$ cat config.mk
export PLATFORM = sky130hd
export DESIGN_NAME = ins_issue
export DESIGN_NICKNAME = d
export VERILOG_FILES = /design/src/rtl/ins_issue.sv
export SDC_FILE = /design/constraint.sdc
export NUM_CORES = 1
export LEC_CHECK = 0
export CORE_UTILIZATION = 39
export DETAILED_ROUTE_END_ITERATION = 16
export SETUP_SLACK_MARGIN = 0.5
export SYNTH_ARGS = -nofsm -noshare
export SYNTH_HDL_FRONTEND = slang
export SYNTH_SLANG_ARGS = --single-unit
export TNS_END_PERCENT = 50
$ cat constraint.sdc
create_clock -name clk -period 3.9 [get_ports clk]
set_input_delay 0.585 -clock clk [delete_from_list [all_inputs] [get_ports clk]]
set_output_delay 0.585 -clock clk [all_outputs]
set_load 0.05 [all_outputs]
$ cat src/rtl/ins_issue.sv
// Issues a host-loaded program over valid/ready; first ins_valid two edges after start, done one cycle after the final handshake.
// Backpressure: while ins_valid && !ins_ready, ins/ins_valid/pc hold; with ins_ready high it streams one per cycle.
module ins_issue #(
  parameter int ins_width = 18,
  parameter int depth     = 32,
  parameter int addr_w    = $clog2(depth)
) (
  input  logic                 clk,
  input  logic                 rst,
  input  logic                 ld_we,
  input  logic [addr_w-1:0]    ld_addr,
  input  logic [ins_width-1:0] ld_data,
  input  logic                 start,
  input  logic [addr_w:0]      len,
  output logic [ins_width-1:0] ins,
  output logic                 ins_valid,
  input  logic                 ins_ready,
  output logic [addr_w:0]      pc,
  output logic                 busy,
  output logic                 done
);

  typedef enum logic [1:0] {
    S_IDLE = 2'd0,
    S_RUN  = 2'd1,
    S_DONE = 2'd2
  } state_t;

  state_t               r_state;
  logic [ins_width-1:0] r_mem [depth];
  logic [addr_w:0]      r_len;
  logic [addr_w:0]      r_pc;
  logic [ins_width-1:0] r_ins;
  logic                 r_valid;
  logic                 r_busy;
  logic                 r_done;
  logic                 w_load;

  assign w_load = !r_valid || ins_ready;

  // Store is frozen while a program runs so the issued stream matches what was loaded.
  always_ff @(posedge clk) begin
    if (ld_we && r_state != S_RUN) begin
      r_mem[ld_addr] <= ld_data;
    end
  end

  always_ff @(posedge clk) begin
    if (rst) begin
      r_state <= S_IDLE;
      r_len   <= '0;
      r_pc    <= '0;
      r_ins   <= '0;
      r_valid <= 1'b0;
      r_busy  <= 1'b0;
      r_done  <= 1'b0;
    end else begin
      unique case (r_state)
        S_IDLE: begin
          r_done <= 1'b0;
          if (start) begin
            if (len != '0) begin
              r_len   <= len;
              r_pc    <= '0;
              r_busy  <= 1'b1;
              r_state <= S_RUN;
            end else begin
              r_done  <= 1'b1;
              r_state <= S_DONE;
            end
          end
        end
        S_RUN: begin
          if (w_load) begin
            if (r_pc < r_len) begin
              r_ins   <= r_mem[r_pc[addr_w-1:0]];
              r_valid <= 1'b1;
              r_pc    <= r_pc + 1'b1;
            end else begin
              r_valid <= 1'b0;
              r_busy  <= 1'b0;
              r_done  <= 1'b1;
              r_state <= S_DONE;
            end
          end
        end
        S_DONE: begin
          r_done  <= 1'b0;
          r_state <= S_IDLE;
        end
        default: begin
          r_state <= S_IDLE;
        end
      endcase
    end
  end

  assign ins       = r_ins;
  assign ins_valid = r_valid;
  assign pc        = r_pc;
  assign busy      = r_busy;
  assign done      = r_done;

endmodule
* After elaboration in Yosys (flattened, before gate mapping)
Memory sizes are Yosys's and may differ from the RTL's. A register that Yosys moved wholly into a read port is not among the register bits.
Cells that the tools add are included.
** Operators by class
- Add/subtract/negate cells :: 1
- Magnitude comparators :: 1
- Equality and inequality tests :: 8
- Mux-type cells :: 23
- Reductions and logical operators :: 14
** Operators with widths (number)
- two-way mux 6 bit :: 4
- case mux 6 bit (2 select lines) :: 1
- AND reduction 3 bit :: 4
- two-way mux 1 bit :: 11
- != test 2 bit, second input constant :: 5
- AND reduction 5 bit :: 2
- two-way mux 2 bit :: 4
- adder 6 x 1 -> 6 bit, second input constant :: 1
- less-than comparator 6 bit :: 1
- nonzero test 6 bit :: 1
- case mux 2 bit (2 select lines) :: 1
- case mux 1 bit (3 select lines) :: 1
- nonzero test 3 bit :: 1
- == test 2 x 1 -> 1 bit, second input constant :: 1
- == test 2 bit, second input constant :: 1
- logical NOT 2 bit :: 1
- != test 2 x 1 -> 1 bit, second input constant :: 1
- case mux 1 bit (2 select lines) :: 1
- AND reduction 2 bit :: 1
- nonzero test 2 bit :: 1
- logical AND 1 bit :: 1
- logical NOT 1 bit :: 1
- logical OR 1 bit :: 1
** Storage, ports and cells
- Bits in registers :: 17
- Bits in writable memories :: 576
- Bits of input ports :: 34
- Output and inout bits :: 27
- Logic and storage cells :: 54
- Memories kept :: 1
** Memory list
- r_mem :: depth 32, width 18, rd ports 1, clocked after Yosys merged registers in 1, write ports 1, RTL line 30 : logic [ins_width-1:0] r_mem [depth];

* Depth between registers and ports, before layout
Gate-level depths: netlist of the first run.
- Depth in word-level cells :: 4
- Depth in mapped cells :: 10
- Depth with buffers taken out :: 8

* Least setup slack after synthesis of the first run
No wires, ideal clock.
- Path kind :: register to register
- Start :: register r_state[1]
- End :: memory r_mem[14][0], enable pin
- Setup time :: 393 ps
- Data arrival time :: 2158 ps
- Required time :: 3507 ps
- Slack :: 1349 ps
- Stages on the path, launching flop included :: 7
- Buffers on the path :: 1
- Period minus slack after synthesis :: 2551 ps
- Cells stage by stage :: dfxtp_1 > inv_1 > ha_1 > nand2b_1 > or3b_2 > clkbuf_1 > nor2_1
** Between the ends
- Cells in the longest elaborated chain, start to end :: 4
** Ends and longest elaborated chain
- start, declared :: RTL line 29 : state_t r_state;
- start signal, assigned :: RTL line 50 : r_state <= S_IDLE;
- start signal, assigned :: RTL line 66 : r_state <= S_RUN;
- start signal, assigned :: RTL line 69 : r_state <= S_DONE;
- != test 2 x 1 -> 1 bit :: RTL line 43 : if (ld_we && r_state != S_RUN) begin
- logical AND 1 bit :: RTL line 43
- two-way mux 1 bit :: RTL line 43
- two-way mux 1 bit (implied by the code) :: RTL line 44 : r_mem[ld_addr] <= ld_data;
- end, declared :: RTL line 30
No other way between the ends.

* Final worst setup path of the first run
- Start :: register r_pc[4] (netlist: pc[4])
- End :: output pc[4]
** RTL lines
- start, declared :: RTL line 32 : logic [addr_w:0] r_pc;
- start signal, assigned :: RTL line 78 : r_pc <= r_pc + 1'b1;
- end, declared :: RTL line 18 : output logic [addr_w:0] pc,
No word-level cell between the ends.

==> results of run 1 <==
==> stage by stage <==
step / utilization, % / std cells
3_5_place_dp: 42.6 / 2079
2_1_floorplan: - / 1225
3_3_place_gp: 42.6 / 2079
4_1_cts: 46.0 / 2193
5_1_grt: 46.0 / 2193
6_report: 46.0 / 2193
==> metal layers <==
metal | global-route usage [%] | vias up | routed length [um]
met5 | 0 | - | 0
met4 | 5.91 | 0 | 1490
met3 | 2.67 | 91 | 4200
met2 | 30.3 | 548 | 28300
met1 | 27.6 | 6552 | 25900
li1 | - | 5365 | -
==> cells by family after synthesis <==
group | after synthesis
simple gates | 136
fa+ha+maj | 9
buf+inv | 82
mux | 215
flops | 611
compound gates | 172
==> power breakdown <==
part	internal (mW)	leakage (nW)	total [mW]	switching, mW
Sequential	7.27	5.47	7.33	0.0635
Combinational	0.430	2.05	1.12	0.688
Clock	3.55	1.00	6.03	2.48
==> synthesized netlist by cell type, types with 3 or more instances <==
library cell	number	area, sq um
edfxtp_1	576	17300
mux2i_1	122	1220
mux4_2	93	2090
nor2_1	47	176
dfxtp_1	35	701
nand2_1	32	120
a221oi_1	30	263
clkbuf_1	27	101
a21oi_1	20	100
nor3_1	18	90.1
buf_2	15	75.1
a221o_1	13	130
o211ai_1	13	97.6
a22oi_1	12	90.1
buf_6	12	135
inv_1	12	45.0
nand3_1	12	60.1
o21ai_1	12	60.1
o21ai_0	11	55.1
a31oi_1	9	56.3
a32o_1	9	90.1
ha_1	9	113
a221oi_2	8	120
o2bb2ai_1	7	61.3
buf_8	6	90.1
nand2b_1	6	37.5
a211oi_1	4	30.0
buf_1	4	15.0
nand3b_1	4	30.0
or3_1	4	25.0
a22o_1	3	26.3
buf_12	3	60.1
nor2b_1	3	18.8
or3b_2	3	26.3
==> cell usage in the layout, fill, tap and decap left out, types with 18 or more instances in the layout <==
cell type	Yosys	routed
clkdlybuf4s50_1	0	57
buf_4	2	78
a221oi_1	30	30
dfxtp_1	35	31
a21oi_1	20	20
nor3_1	18	18
clkbuf_16	0	60
mux2i_1	122	122
edfxtp_1	576	576
nand2_1	32	32
mux4_2	93	93
nor2_2	2	34
==> worst max-delay path, cell delays in order (launching register included) <==
cell	delay, ns
dfxtp_1	0.34
buf_4	0.41
clkdlybuf4s50_1	0.89
==> flip-flops by register name (all words and copies together), names as in the netlist <==
signal / flops
r_mem: 576
busy: 1
pc: 6
ins: 18
done: 1
r_len: 6
r_state: 2
ins_valid: 1
==> final cells by class <==
class / count / area [sq um]
flip-flops and latches: 611 / 18000
well taps: 782 / 978
multi-input cells: 532 / 5530
fillers: 5073 / 32700
repair buffers: 141 / 1230
inverters: 13 / 48.8
clock inverters: 37 / 477
clock buffers: 77 / 1590
==> worst paths after layout <==
path / from / to / slack, ns / cells past startpoint
worst min-delay path: r_len[4] / r_len[4] / 0.46 / 2
worst max-delay path: pc[4] / pc[4] / 1.06 / 2
worst min register to register: r_len[4] / r_len[4] / 0.46 / 2
worst max register to register: pc[3] / ins[8] / 1.16 / 7
==> flow_metrics.env, run 1 <==
export IMPL_outcome="finished clean"
export IMPL_p_per_area_mw_per_mm2=520
export IMPL_insertion_delay_ns=0.64
export IMPL_vias=12600
export IMPL_synth_xor_area_share_pct=0
export IMPL_grt_usage_pct=19.2
export IMPL_synth_area_mux_share_pct=13.8
export IMPL_ys_flop_type="edfxtp_1"
export IMPL_drc_errors=0
export IMPL_ys_warn_count=0
export IMPL_design_area_sq_mm=0.0279
export IMPL_p_total_mw=14.5
export IMPL_worstSetupStartpointType="register"
export IMPL_hold_ws_ns=0.460
export IMPL_cp_required_ns=3.31
export IMPL_syn_to_final_growth_pct=16.2
export IMPL_wl_per_cell_um=27.3
export IMPL_clock_skew_ns=0.0226
export IMPL_clockBufferDepth=3
export IMPL_coreArea_sq_mm=0.0606
export IMPL_fp_row_count=90
export IMPL_grt_pass1_wl_mm=86.9
export IMPL_place_hpwl_mm=38.1
export IMPL_cts_root_buf="clkbuf_16"
export IMPL_worst_slack_ns=1.06
export IMPL_die_area_sq_mm=0.0625
export IMPL_seq_area_frac_synth_pct=75.0
export IMPL_worstPathMaxFanout=31
export IMPL_ant_nets=0
export IMPL_synth_cell_types=58
export IMPL_tns_ns=0
export IMPL_antenna_found_initial=1
export IMPL_peakVddDrop_v=0.000315
export IMPL_io_buffers=60
export IMPL_cts_resized=0
export IMPL_ioPinCount=61
export IMPL_synth_compound_area_share_pct=5.75
export IMPL_fmax_ghz=0.352
export IMPL_start_util_pct=39.6
export IMPL_cts_tree="yes"
export IMPL_dpl_cell_area_sq_mm=0.0258
export IMPL_synth_top_family_by_area="multiplexers"
export IMPL_synthesis_area_sq_mm=0.0240
export IMPL_max_slew_margin_pct=22.3
export IMPL_layout_nets=1402
export IMPL_ys_ff_latch=611
export IMPL_ys_async_sr_fraction_pct=0
export IMPL_arrival_ns=2.26
export IMPL_synthCells=1225
export IMPL_hold_class="register to register"
export IMPL_globalplace_congestion=0.872
export IMPL_hold_violations=0
export IMPL_path_clk_slew_ns=0.06
export IMPL_die_w_um=250
export IMPL_htree_levels=2
export IMPL_drt_iter0_markers=1294
export IMPL_criticalPathCategory="register to primary output"
export IMPL_drt_pass1_iter_count=6
export IMPL_routed_wl_mm=59.9
export IMPL_avgSynthCellArea_sq_um=19.6
export IMPL_cts_hold_buf=0
export IMPL_grt_max_degree=51
export IMPL_rsz0062_at_grt="no"
export IMPL_setup_viol=0
export IMPL_synthAdderAreaFrac_pct=0.470
export IMPL_synthSimpleGateAreaFrac_pct=2.66
export IMPL_finalCritPeriodShare_pct=72.9
export IMPL_die_h_um=250
export IMPL_syn_nets=1268
export IMPL_dpl_worst_slack_ns=1.07
export IMPL_overflow=0
export IMPL_cts_buffers=60
export IMPL_num_antenna_cells=0
export IMPL_grt_pass1_vias=12400
export IMPL_drv_cap=0
export IMPL_drive_above_1_share_pct=23.2
export IMPL_worstMarginPinSlew_ns=1.16
export IMPL_drv_slew=0
export IMPL_clock_sinks=611
export IMPL_p_leak_nw=8.53
export IMPL_post_cts_setup_buffers=0
export IMPL_synth_edff_count=576
export IMPL_cp_end_kind="primary output"
export IMPL_viasPerCell=5.73
export IMPL_period_needed_ns=2.84
Power figures use the tool's default switching activity.
==> run 2, diff against run 1 <==
==> constraint.sdc (replaced) <==
create_clock -name clk -period 2.7 [get_ports clk]
set_input_delay 0.405 -clock clk [delete_from_list [all_inputs] [get_ports clk]]
set_output_delay 0.405 -clock clk [all_outputs]
set_load 0.05 [all_outputs]
==> run 2 against run 1 <==
Register-to-register slack worse by 0.69 ns. Flip-flop and latch count is the same. Die area is the same. Critical path type is now register to register.
==> flow_metrics.env, run 2 (synthesis gave the netlist of run 1 again) <==
export IMPL_nFillCells=4942
export IMPL_cts_tree="yes"
export IMPL_switching_share_pct=22.3
export IMPL_coreArea_sq_mm=0.0606
export IMPL_wl_per_cell_um=26.9
export IMPL_outcome="finished clean"
export IMPL_p_clk_share_pct=39.7
export IMPL_cts_buffers=60
export IMPL_drv_slew=0
export IMPL_die_area_sq_mm=0.0625
export IMPL_grt_pass1_vias=12900
export IMPL_max_slew_margin_pct=52.2
export IMPL_min_path_cells=3
export IMPL_clockBufferDepth=3
export IMPL_p_per_area_mw_per_mm2=713
export IMPL_grt_pass1_wl_mm=88.1
export IMPL_cp_required_ns=3.21
export IMPL_drv_cap=0
export IMPL_dpl_cell_area_sq_mm=0.0264
export IMPL_p_total_mw=20.8
export IMPL_clock_skew_ns=0.0165
export IMPL_p_int_mw=16.2
export IMPL_finalCritPeriodShare_pct=82.8
export IMPL_globalplace_congestion=0.817
export IMPL_power_switching_mw=4.65
export IMPL_design_area_sq_mm=0.0292
export IMPL_place_hpwl_mm=36.2
export IMPL_worstSetupStartpointType="register"
export IMPL_criticalPathCategory="register to register"
export IMPL_slowest_delay_ns=0.56
export IMPL_htree_levels=2
export IMPL_placedCellCount=2097
export IMPL_final_cell_mix="576 x edfxtp_1, 115 x mux2i_1, 93 x mux4_2"
export IMPL_slowest_stage="mux4_2"
export IMPL_drt_iter0_markers=1185
export IMPL_final_common_cell="edfxtp_1"
export IMPL_r2r_slack_ns=0.47
export IMPL_hold_end="r_len[4]"
export IMPL_grt_max_degree=47
export IMPL_cp_end_kind="register"
export IMPL_worstMarginPinSlew_ns=0.717
export IMPL_largest_reg_flops=576
export IMPL_hold_class="primary input to register"
export IMPL_cts_hold_buf=0
export IMPL_clock_sinks=611
export IMPL_worstPathMaxFanout=13
export IMPL_setup_viol=0
export IMPL_antenna_found_initial=0
export IMPL_grt_usage_pct=19.3
export IMPL_layout_nets=1467
export IMPL_routed_wl_mm=60.7
export IMPL_drive_above_1_share_pct=28.2
export IMPL_ff2ff_path_depth=7
export IMPL_ant_nets=0
export IMPL_crit_chain="buf_12 -> buf_16 -> buf_8 -> mux4_2 -> nand3_1 -> o2111ai_1 -> a32o_1"
export IMPL_overflow=0
export IMPL_stdcell_count=2256
export IMPL_path_clk_slew_ns=0.06
export IMPL_rsz0062_at_grt="yes"
export IMPL_drt_pass1_iter_count=7
export IMPL_die_w_um=250
export IMPL_cts_root_buf="clkbuf_16"
export IMPL_largest_register="r_mem"
export IMPL_worstHoldStart="len[4]"
export IMPL_r2r_end="ins[16]"
export IMPL_syn_to_final_growth_pct=21.9
export IMPL_viasPerCell=5.65
export IMPL_insertion_delay_ns=0.62
export IMPL_num_antenna_cells=0
export IMPL_fmax_ghz=0.447
export IMPL_tns_ns=0
export IMPL_io_buffers=60
export IMPL_peakVddDrop_v=0.000507
export IMPL_p_leak_nw=9.17
export IMPL_die_h_um=250
export IMPL_ioPinCount=61
export IMPL_start_util_pct=39.6
export IMPL_period_needed_ns=2.23
export IMPL_pwr_share_comb_pct=9.5
export IMPL_arrival_ns=2.74
export IMPL_hold_violations=0
export IMPL_drc_errors=0
export IMPL_fp_row_count=90
export IMPL_timing_rr_start="pc[0]"
export IMPL_vias=12700
export IMPL_seq_power_share_pct=50.8
==> run 2: cell count changes in the layout (fill, tap and decap cells not counted), moves of 7 or more <==
cell	previous run	this run
buf_4	78	85
buf_12	3	36
clkinv_2	13	6
dlygate4sd2_1	0	17
clkdlybuf4s50_1	57	38
nor3_2	0	7
a221oi_1	30	20
a221oi_2	8	17
clkbuf_1	15	25
mux2i_1	122	115
nor3_1	18	11
buf_16	0	10
==> run 2: worst max-delay path by stage <==
stage	start	to	slack [ns]	cells past startpoint
after floorplan	r_state[1]	r_mem[0][0]	0.29	6
after global placement	pc[3]	ins[12]	0.21	7
after detailed placement	pc[3]	ins[12]	0.18	7
after CTS	pc[0]	ins[6]	0.42	9
after global routing	pc[0]	ins[16]	0.44	7
final	pc[0]	ins[16]	0.47	7
==> run 2: critical path, delay by kind of cell (launching register included) <==
family	cells	cell delay, ns
mux	1	0.56
compound gates	2	0.52
buf+inv	3	0.50
flops	1	0.42
simple gates	1	0.11
==> run 2: power by group through the flow <==
stage	Clock, mW	Sequential (mW)	Combinational [mW]
3_5_place_dp	0	10.8	1.67
4_1_cts	8.41	10.6	1.85
6_report	8.26	10.6	1.99
2_1_floorplan	0	10.9	0.944
3_3_place_gp	0	10.8	1.65
5_1_grt	8.73	10.6	2.11
==> run 2: per-layer routing <==
layer	vias to the layer above	GRT usage [%]	share of wire, %
li1	5501	-	-
met1	6726	27.5	45
met2	422	30.5	47
met3	91	3.63	5.7
met4	0	5.31	2.3
met5	-	0	0
==> run 2: layout make-up <==
| type | count | area [sq um] | area share [%] |
|---|---|---|---|
| flip-flops and latches | 611 | 18000 | 61.6 |
| multi-input cells | 532 | 5790 | 19.8 |
| repair buffers | 206 | 2480 | 8.49 |
| clock buffers | 93 | 1710 | 5.83 |
| well taps | 782 | 978 | 3.35 |
| clock inverters | 19 | 231 | 0.792 |
| inverters | 13 | 48.8 | 0.167 |
==> run 2: what timing repair did <==
action,CTS,global route
cloned,7,3
buffers inserted,8,29
hold endpoints to repair,0,0
pin swaps,2,21
setup endpoints to repair,209,30
resized for setup,52,45
==> run 2: metrics by stage <==
step	utilization [%]	setup WS (ns)	hold WS (ns)
after floorplan	-	0.288	0.436
after global placement	43.5	0.211	0.454
after detailed placement	43.5	0.176	0.455
after CTS	47.4	0.422	0.370
after global routing	48.3	0.439	0.398
final	48.3	0.465	0.394
==> run 3, diff against run 2 <==
==> constraint.sdc (replaced) <==
create_clock -name clk -period 2.1 [get_ports clk]
set_input_delay 0.315 -clock clk [delete_from_list [all_inputs] [get_ports clk]]
set_output_delay 0.315 -clock clk [all_outputs]
set_load 0.05 [all_outputs]
==> run 3 against run 2 <==
Via count rose by 3.2%. Largest cell class unchanged. Cell count grew 4.5%. Clock skew up 0.030 ns. Count of clock-buffer cells in the layout shrank 6. Clock power is 26% higher. The run now ends with negative setup slack left. Utilization grew 2.9 points. Final area up 6.1%. Power is 29% higher.
==> flow_metrics.env, run 3 (synthesis gave the netlist of run 1 again) <==
export IMPL_layout_nets=1566
export IMPL_drc_errors=0
export IMPL_grt_usage_pct=20.0
export IMPL_path_clk_slew_ns=0.06
export IMPL_power_switching_mw=6.24
export IMPL_violations="negative setup slack"
export IMPL_place_hpwl_mm=37.7
export IMPL_post_route_util_pct=51.2
export IMPL_grt_pass1_vias=13400
export IMPL_cts_tree="yes"
export IMPL_dpl_worst_slack_ns=-0.258
export IMPL_die_w_um=250
export IMPL_htree_levels=2
export IMPL_cts_hold_buf=0
export IMPL_cp_required_ns=2.60
export IMPL_num_antenna_cells=0
export IMPL_pwr_share_comb_pct=10.9
export IMPL_ant_nets=0
export IMPL_worstSetupStartpointType="register"
export IMPL_p_per_area_mw_per_mm2=867
export IMPL_worstPathMaxFanout=12
export IMPL_final_common_cell="edfxtp_1"
export IMPL_design_area_sq_mm=0.0310
export IMPL_cp_end_kind="register"
export IMPL_grt_max_degree=36
export IMPL_ioPinCount=61
export IMPL_viasPerCell=5.58
export IMPL_grt_pass1_wl_mm=90.5
export IMPL_antenna_found_initial=2
export IMPL_switching_share_pct=23.2
export IMPL_setup_viol=4
export IMPL_syn_to_final_growth_pct=29.3
export IMPL_drt_iter0_markers=1226
export IMPL_fp_row_count=90
export IMPL_p_leak_nw=9.84
export IMPL_p_int_mw=20.7
export IMPL_hold_violations=0
export IMPL_fmax_ghz=0.466
export IMPL_outcome="finished, violations left"
export IMPL_drive_above_1_share_pct=37.4
export IMPL_worst_slack_ns=-0.0473
export IMPL_seq_area_sq_mm=0.0180
export IMPL_final_cell_mix="576 x edfxtp_1, 118 x mux2i_1, 115 x buf_4"
export IMPL_wl_per_cell_um=26.5
export IMPL_coreArea_sq_mm=0.0606
export IMPL_period_needed_ns=2.15
export IMPL_dpl_cell_area_sq_mm=0.0274
export IMPL_criticalPathCategory="register to register"
export IMPL_p_clk_share_pct=38.5
export IMPL_worstMarginPinSlew_ns=0.563
export IMPL_finalCritPeriodShare_pct=102
export IMPL_vias=13100
export IMPL_die_area_sq_mm=0.0625
export IMPL_die_h_um=250
export IMPL_nFillCells=4850
export IMPL_insertion_delay_ns=0.65
export IMPL_cts_root_buf="clkbuf_16"
export IMPL_globalplace_congestion=0.824
export IMPL_clock_skew_ns=0.0465
export IMPL_drt_pass1_iter_count=5
export IMPL_cts_buffers=60
export IMPL_io_buffers=60
export IMPL_largest_register="r_mem"
export IMPL_peakVddDrop_v=0.000585
export IMPL_largest_reg_flops=576
export IMPL_clock_sinks=611
export IMPL_seq_power_share_pct=50.6
export IMPL_rsz0062_at_grt="yes"
export IMPL_drv_cap=0
export IMPL_overflow=0
export IMPL_hold_class="primary input to register"
export IMPL_drv_slew=0
export IMPL_start_util_pct=39.6
export IMPL_clockBufferDepth=3
export IMPL_multi_input_area_sq_mm=0.00620
export IMPL_max_slew_margin_pct=62.4
export IMPL_routed_wl_mm=62.6
export IMPL_p_total_mw=26.9
export IMPL_arrival_ns=2.65
==> run 3: cell count changes in the layout (fill, tap and decap cells not counted), sizes merged <==
cell,delta
inv,+1
dlymetal6s2s,-1
clkdlybuf4s50,-5
dlygate4sd2,-17
bufinv,-3
bufbuf,+2
clkinvlp,+2
clkbuf,-6
clkinv,+8
buf,+123
clkdlybuf4s15,-3
==> run 3: layout make-up <==
type                    instances  area share, %
flip-flops and latches        611           58.1
multi-input cells             532           20.0
inverters                      13          0.157
well taps                     782           3.16
clock inverters                27          0.811
clock buffers                  87           5.33
repair buffers                305           12.5
==> run 3: timing repair <==
action | CTS | global route
gates resized for setup | 288 | 56
gates cloned | 10 | 3
pin swaps | 48 | 33
buffers inserted | 46 | 8
endpoints found under the setup margin | 632 | 618
==> run 3: power by group through the flow <==
stage / clock network, mW / registers [mW] / logic (mW)
2_1_floorplan: 0 / 14.0 / 1.26
3_3_place_gp: 0 / 13.9 / 2.32
3_5_place_dp: 0 / 13.9 / 2.34
4_1_cts: 10.5 / 13.6 / 2.81
5_1_grt: 11.0 / 13.6 / 3.10
6_report: 10.4 / 13.6 / 2.93
==> run 3: per-layer routing <==
layer / track usage [%] / wire length (um) / vias up
li1: - / - / 5723
met3: 3.56 / 4350 / 91
met2: 32.1 / 29700 / 479
met4: 5.92 / 1450 / 4
met5: 0 / 25 / -
met1: 27.9 / 27000 / 6850
==> run 3: final timing paths <==
path / from / endpoint / slack [ns] / depth (start not counted)
worst max register to register: pc[0] / ins[10] / -0.05 / 6
worst min register to register: r_len[4] / r_len[4] / 0.46 / 2
worst min-delay path: len[3] / r_len[3] / 0.29 / 3
worst max-delay path: pc[0] / ins[10] / -0.05 / 6
==> run 3: worst max-delay path: stages, from the launching register on <==
cell,delay (ns)
dfxtp_4,0.39
buf_6,0.15
bufbuf_16,0.31
mux4_2,0.54
a221oi_4,0.30
o32ai_2,0.13
a22o_1,0.19
==> run 3: stage by stage <==
stage          hold WS, ns  std cells  TNS [ns]
2_1_floorplan        0.414       1225    -10.93
6_report             0.290       2357    -0.141
5_1_grt              0.311       2357    -0.678
4_1_cts              0.263       2346    -0.114
3_3_place_gp         0.451       2176    -22.98
3_5_place_dp         0.454       2176    -26.71
